`src/rtl/serial_add_pkg.sv`:
```
// Shared types and sizing helpers for the two-bits-per-cycle serial adder.
package serial_add_pkg;

    typedef enum logic [1:0] {
        IDLE = 2'd0,
        RUN  = 2'd1,
        DONE = 2'd2
    } state_t;

    localparam int SLICE_W = 2;

    // Step counter width: clog2(WIDTH/2), never narrower than one bit.
    function automatic int step_cnt_w(input int width);
        return ((width / SLICE_W) <= 2) ? 1 : $clog2(width / SLICE_W);
    endfunction

endpackage

```
`src/rtl/serial_add_add2_slice.sv`:
```
// Combinational 2-bit adder slice built from two chained 1-bit full adders.
// Zero latency, no storage; c_mid is the carry between the two bit positions.
module add2_slice (
    input  logic [1:0] a,
    input  logic [1:0] b,
    input  logic       ci,
    output logic [1:0] s,
    output logic       c_mid,
    output logic       co
);

    assign s[0]  = a[0] ^ b[0] ^ ci;
    assign c_mid = (a[0] & b[0]) | (ci & (a[0] ^ b[0]));

    assign s[1]  = a[1] ^ b[1] ^ c_mid;
    assign co    = (a[1] & b[1]) | (c_mid & (a[1] ^ b[1]));

endmodule

```
`src/rtl/serial_add_ctrl.sv`:
```
// Serial WIDTH-bit adder: one 2-bit slice per cycle, done WIDTH/2 edges after accept, starts ignored while busy.
// Signed overflow output is built only when SERIAL_ADD_OVF_EN is defined.
module serial_add_ctrl
    import serial_add_pkg::*;
#(
    parameter int WIDTH = 8
) (
    input  logic             clk,
    input  logic             rst,
    input  logic             start,
    input  logic [WIDTH-1:0] a,
    input  logic [WIDTH-1:0] b,
    input  logic             cin,
    output logic             busy,
    output logic             done,
    output logic [WIDTH-1:0] sum,
    output logic             cout
`ifdef SERIAL_ADD_OVF_EN
    ,
    output logic             ovf
`endif
);

    localparam int N  = WIDTH / SLICE_W;
    localparam int SW = step_cnt_w(WIDTH);

    state_t           r_state;
    logic [WIDTH-1:0] r_a;
    logic [WIDTH-1:0] r_b;
    logic [WIDTH-1:0] r_sum;
    logic [SW-1:0]    r_step;
    logic             r_carry;
    logic             r_cout;
    logic             r_busy;
    logic             r_done;

    logic [1:0]       w_s;
    logic             w_co;
`ifdef SERIAL_ADD_OVF_EN
    logic             w_c_mid;
    logic             r_ovf;
`endif

    add2_slice u_slice (
        .a     (r_a[1:0]),
        .b     (r_b[1:0]),
        .ci    (r_carry),
        .s     (w_s),
`ifdef SERIAL_ADD_OVF_EN
        .c_mid (w_c_mid),
`else
        .c_mid (),
`endif
        .co    (w_co)
    );

    always_ff @(posedge clk or posedge rst) begin
        if (rst) begin
            r_state <= IDLE;
            r_a     <= '0;
            r_b     <= '0;
            r_sum   <= '0;
            r_step  <= '0;
            r_carry <= 1'b0;
            r_cout  <= 1'b0;
            r_busy  <= 1'b0;
            r_done  <= 1'b0;
`ifdef SERIAL_ADD_OVF_EN
            r_ovf   <= 1'b0;
`endif
        end else begin
            case (r_state)
                IDLE: begin
                    if (start) begin
                        r_a     <= a;
                        r_b     <= b;
                        r_carry <= cin;
                        r_step  <= '0;
                        r_sum   <= '0;
                        r_busy  <= 1'b1;
                        r_state <= RUN;
`ifdef SERIAL_ADD_OVF_EN
                        r_ovf   <= 1'b0;
`endif
                    end
                end
                RUN: begin
                    // New slice enters at the MSB end so slice k lands at [2k+1:2k] after N steps.
                    r_sum   <= WIDTH'({w_s, r_sum} >> SLICE_W);
                    r_a     <= r_a >> SLICE_W;
                    r_b     <= r_b >> SLICE_W;
                    r_carry <= w_co;
                    r_cout  <= w_co;
                    r_step  <= r_step + SW'(1);
                    if (r_step == SW'(N - 1)) begin
                        r_state <= DONE;
                        r_done  <= 1'b1;
`ifdef SERIAL_ADD_OVF_EN
                        r_ovf   <= w_c_mid ^ w_co;
`endif
                    end
                end
                DONE: begin
                    r_done  <= 1'b0;
                    r_busy  <= 1'b0;
                    r_state <= IDLE;
                end
                default: begin
                    r_done  <= 1'b0;
                    r_busy  <= 1'b0;
                    r_state <= IDLE;
                end
            endcase
        end
    end

    assign busy = r_busy;
    assign done = r_done;
    assign sum  = r_sum;
    assign cout = r_cout;
`ifdef SERIAL_ADD_OVF_EN
    assign ovf  = r_ovf;
`endif

endmodule

```
`config.mk`:
```
export PLATFORM = sky130hd
export DESIGN_NAME = serial_add_ctrl
export DESIGN_NICKNAME = d
export VERILOG_FILES = /design/src/rtl/serial_add_pkg.sv /design/src/rtl/serial_add_add2_slice.sv /design/src/rtl/serial_add_ctrl.sv
export SDC_FILE = /design/constraint.sdc
export NUM_CORES = 1
export LEC_CHECK = 0
export ABC_AREA = 1
export CAP_MARGIN = 10
export CORE_MARGIN = 4
export CORE_UTILIZATION = 54
export CTS_CLUSTER_SIZE = 24
export DETAILED_ROUTE_END_ITERATION = 10
export PLACE_DENSITY = 0.91
export SETUP_SLACK_MARGIN = 0.1
export SLEW_MARGIN = 20
export SYNTH_ARGS = -nofsm -noshare
export SYNTH_HDL_FRONTEND = slang
export SYNTH_SLANG_ARGS = --single-unit
```
`constraint.sdc`:
```
create_clock -name clk -period 2.9 [get_ports clk]
set_input_delay 0.58 -clock clk [delete_from_list [all_inputs] [get_ports clk]]
set_output_delay 0.58 -clock clk [all_outputs]
set_load 0.05 [all_outputs]
```
* After elaboration in Yosys (flattened, before gate mapping)
Index checks and enable logic that the tools add are counted.
** Cells by class
- Bitwise operators :: 12
- Equal/unequal tests :: 4
- Reductions and logical operators :: 6
- Add/subtract/negate cells :: 1
- Mux-type cells :: 17
** Operators with widths (count)
- $pmux 8 s2 :: 3
- $mux 8 :: 3
- $pmux 2 s2 :: 2
- $reduce_and 2->1 :: 4
- $mux 2 :: 3
- $pmux 1 s2 :: 3
- $and 1x1->1 :: 4
- $ne 2x2->1 const B :: 2
- $xor 1x1->1 :: 4
- $mux 1 :: 3
- $add 2x1->2 const B :: 1
- $eq 2x1->1 const B :: 1
- $eq 2x2->1 const B :: 1
- $logic_not 2->1 :: 1
- $not 1->1 :: 2
- $or 1x1->1 :: 2
- $reduce_bool 2->1 :: 1
** Word-level totals
- Register bits after elaboration :: 32
- Input bits :: 20

* Longest topological paths before layout
- Depth after elaboration :: 6
- Mapped depth :: 6
- Mapped depth without buffers :: 6

* By module
A second synthesis with hierarchy kept.
** Unflattened totals
- Cell total of the unflattened synthesis :: 180
- Area total of the unflattened synthesis :: 1507.7 µm²
** Modules (own cells, without submodules)
- serial_add_ctrl :: cells each 178, instances 1, area each 1467.7 µm², sequential area each 800.8 µm²
- add2_slice :: cells each 2, instances 1, area each 40.0 µm², sequential area each 0.0 µm²

* Least setup slack after synthesis
OpenSTA, ideal clock, no wires.
- Path kind :: register to register
- Start :: register r_a[0]
- End :: register r_sum[7] (netlist: sum[7])
- Cell stages (with the launch flop) :: 5
- Clock period less this slack :: 1.463 ns
- Setup slack :: 1.437 ns
- Required time :: 2.772 ns
- Arrival time :: 1.335 ns
- Setup time :: 0.128 ns
- Cell sequence :: dfrtp_1 -> inv_1 -> fa_1 -> fa_1 -> o21ai_0
** On the way
- Word-level cells in the longest chain between the ends :: 5
- Elaborated cells between the ends (all ways) :: 6
** Ends and longest elaborated chain
- from (decl) :: line serial_add_ctrl.sv:28 : logic [WIDTH-1:0] r_a;
- from (signal assigned) :: line serial_add_ctrl.sv:90 : r_a <= r_a >> SLICE_W;
- $xor 1x1->1 :: line serial_add_add2_slice.sv:13 : assign c_mid = (a[0] & b[0]) | (ci & (a[0] ^ b[0]));
- $and 1x1->1 :: line serial_add_add2_slice.sv:13
- $or 1x1->1 (*) :: line serial_add_add2_slice.sv:13
- $xor 1x1->1 (*) :: line serial_add_add2_slice.sv:15 : assign s[1] = a[1] ^ b[1] ^ c_mid;
- $pmux 8 s2 (*) :: line serial_add_ctrl.sv:72 : case (r_state)
- to (signal assigned) :: line serial_add_ctrl.sv:89 : r_sum <= WIDTH'({w_s, r_sum} >> SLICE_W);
- to (decl) :: line serial_add_ctrl.sv:30 : logic [WIDTH-1:0] r_sum;
Every way passes the cells marked *; elsewhere a longest branch is shown, timed or not.
A chain may end at the register's enable or synchronous reset.

* Worst setup path in the final report
- Start :: register r_sum[4] (netlist: sum[4])
- End :: output sum[4]
** RTL lines
- to (decl) :: line serial_add_ctrl.sv:16 : output logic [WIDTH-1:0] sum,
No word-level cell between the ends.

==> flow_metrics.tcl <==
set metrics [dict create \
    rsz0062_at_grt "false" \
    yosysSeqAreaShare_pct 52.8 \
    fmax_ghz 0.475 \
    area_growth_pct 23.7 \
    io_pins 31 \
    grt_max_degree 42 \
    cp.arrival_ns 1.53 \
    grt_pass1_vias 1248 \
    cp_max_fo 3 \
    core_um2 2570 \
    grt_antenna_before_repair 0 \
    grt_pass1_wl_um 5210 \
    antenna_cells 0 \
    synth_top_area_share_pct 52.8 \
    setup_viol 0 \
    critPathSlowestCell "clkdlybuf4s50_1" \
    drt_iter0_drc 53 \
    cts_tree "yes" \
    synth_area_leaders "dfrtp_1 (53%), nand3_1 (15%), nand2_1 (9.9%)" \
    ctsHoldBuffers 0 \
    synth.largest_area_cell "dfrtp_1" \
    syn_avg_cell_area_um2 8.20 \
    die_x_um 61.0 \
    post_cts_buffers 0 \
    insertion_delay_ns 0.32 \
    fin_crit_ns 2.11 \
    clk_path_buf_depth 2 \
    fin_area_um2 1880 \
    io_buffers 30 \
    die_h_um 61.0 \
    crit_buf_inv 1 \
    tns_ns 0 \
    holdPathStages 2 \
    fin_cells 244 \
    ys_seq_elements 32 \
    h-tree-depth 2 \
    synth-main-ff-cell "dfrtp_1" \
    hold-path-endpoint "cout" \
    via_per_inst 5.27 \
    routed_wl_um 3180 \
    cts-root-buf "clkbuf_4" \
    nets 237 \
    powerDensity_nw_per_um2 1140 \
    cts_buffers 5 \
    yosysMostFrequentCell "nand3_1" \
    placed_cells 237 \
    dp_slack_ns 0.829 \
    initial_utilization_pct 59.1 \
    r2r_end "r_a[7]" \
    num_vias 1287 \
    ant_nets 0 \
    r2r_cells 3 \
    synthCells 185 \
    slew_viol_final 0 \
    endpoint_kind "output pin" \
    skew_ns 0.00382 \
    yosys-top-cells-count "nand3_1 (45), nand2_1 (40), inv_1 (33)" \
    setup_ws_ns 0.793 \
    critPathKind "reg2out" \
    rows 18 \
    status "completed" \
    dieArea_um2 3720 \
    worstMarginPinSlew_ns 0.683 \
    hold_class "reg2reg" \
    place_area_um2 1810 \
    p_leak_nw 0.967 \
    gr-total-overflow 0 \
    drive_above_1_share_pct 6.07 \
    worstReg2RegStart "r_state[0]" \
    maxCapViolations 0 \
    slowest_delay_ns 0.82 \
    drcViolationCount 0 \
    slew_headroom_pct 54.3 \
    peakVddDrop_v 0.000847 \
    place.gp.congestion 0.762 \
    holdWs_ns 0.485 \
    worstPathCellList "clkdlybuf4s50_1" \
    finalCritPeriodShare_pct 72.7 \
    synth_nets 208 \
    path_clk_slew_ns 0.09 \
    yosysWarningCount 0 \
    synthArstFlopShare_pct 100 \
    synthDistinctLibCells 16 \
    r2r_slack_ns 0.99 \
    startpoint_type "register" \
    first_pass_iters 5 \
    hold_viol 0 \
    holdCritStartpoint "cout" \
    wl_per_cell_um 13.0 \
    synth_edf_count 0 \
    crit_family "buffers and inverters" \
    grtUsageTotal_pct 18.9 \
    cp.required_ns 2.32 \
    cts_resized 0 \
    syn-cell-area_um2 1520 \
    cts_sinks 32 \
    dp_hpwl_um 2210 \
]
## sequential cells by signal (all words and copies together), names as in the netlist
register,cells
r_a,8
r_b,8
sum,8
r_state,2
r_step,2
busy,1
cout,1
done,1
r_carry,1
## area by class of cell
class | count | area [um^2]
timing repair buffer | 31 | 308
multi-input combinational | 110 | 539
fill | 208 | 689
sequential | 32 | 801
clock buffer | 7 | 65.1
tap | 30 | 37.5
inverter | 34 | 128
## power breakdown
| part | total (mW) | internal [mW] | switching, mW |
|---|---|---|---|
| Sequential | 0.790 | 0.651 | 0.139 |
| Clock | 0.278 | 0.137 | 0.140 |
| Combinational | 1.08 | 0.365 | 0.714 |
## placed cells by master, fill, tap and decap left out
master | netlist | routed
nand4_1 | 1 | 1
fa_1 | 2 | 2
o21ai_0 | 12 | 12
dfrtp_1 | 32 | 32
clkdlybuf4s50_1 | 0 | 30
nand2_2 | 3 | 3
inv_2 | 1 | 1
nand2_1 | 40 | 40
clkbuf_4 | 0 | 5
a21oi_1 | 1 | 1
clkbuf_8 | 0 | 2
nor2_2 | 1 | 1
inv_1 | 33 | 33
nand3_1 | 45 | 45
ha_1 | 1 | 1
buf_4 | 0 | 1
nor2_1 | 4 | 4
## worst max-delay path by stage
stage | start | end | slack [ns] | depth (start not counted)
after CTS | sum[4] | sum[4] | 0.77 | 1
final | sum[4] | sum[4] | 0.79 | 1
after floorplan | r_a[0] | sum[7] | 1.44 | 4
after detailed placement | start | r_a[7] | 0.83 | 4
after global routing | sum[7] | sum[7] | 0.73 | 1
after global placement | start | r_b[3] | 0.91 | 5
## cells by family after synthesis
group,share of synthesized area [%]
and+or+nand+nor,27.8
buffers and inverters,11.7
DFF,52.8
AOI/OAI and AO/OA,4.29
adders and majority gates,3.46
## layer usage
layer  up-vias  wire [um]  track usage [%]
li1        631          -                -
met3         2        206             4.61
met4         0         14             4.64
met2        46       1670             34.5
met1       608       1290             22.4
met5         -          0                0
## through the flow
step	total power, mW	utilization (%)
after floorplan	1.59	-
after global routing	2.32	73.1
final	2.15	73.1
after detailed placement	1.88	70.6
after CTS	2.17	73.1
after global placement	1.82	70.6
Power figures use the tool's default switching activity.
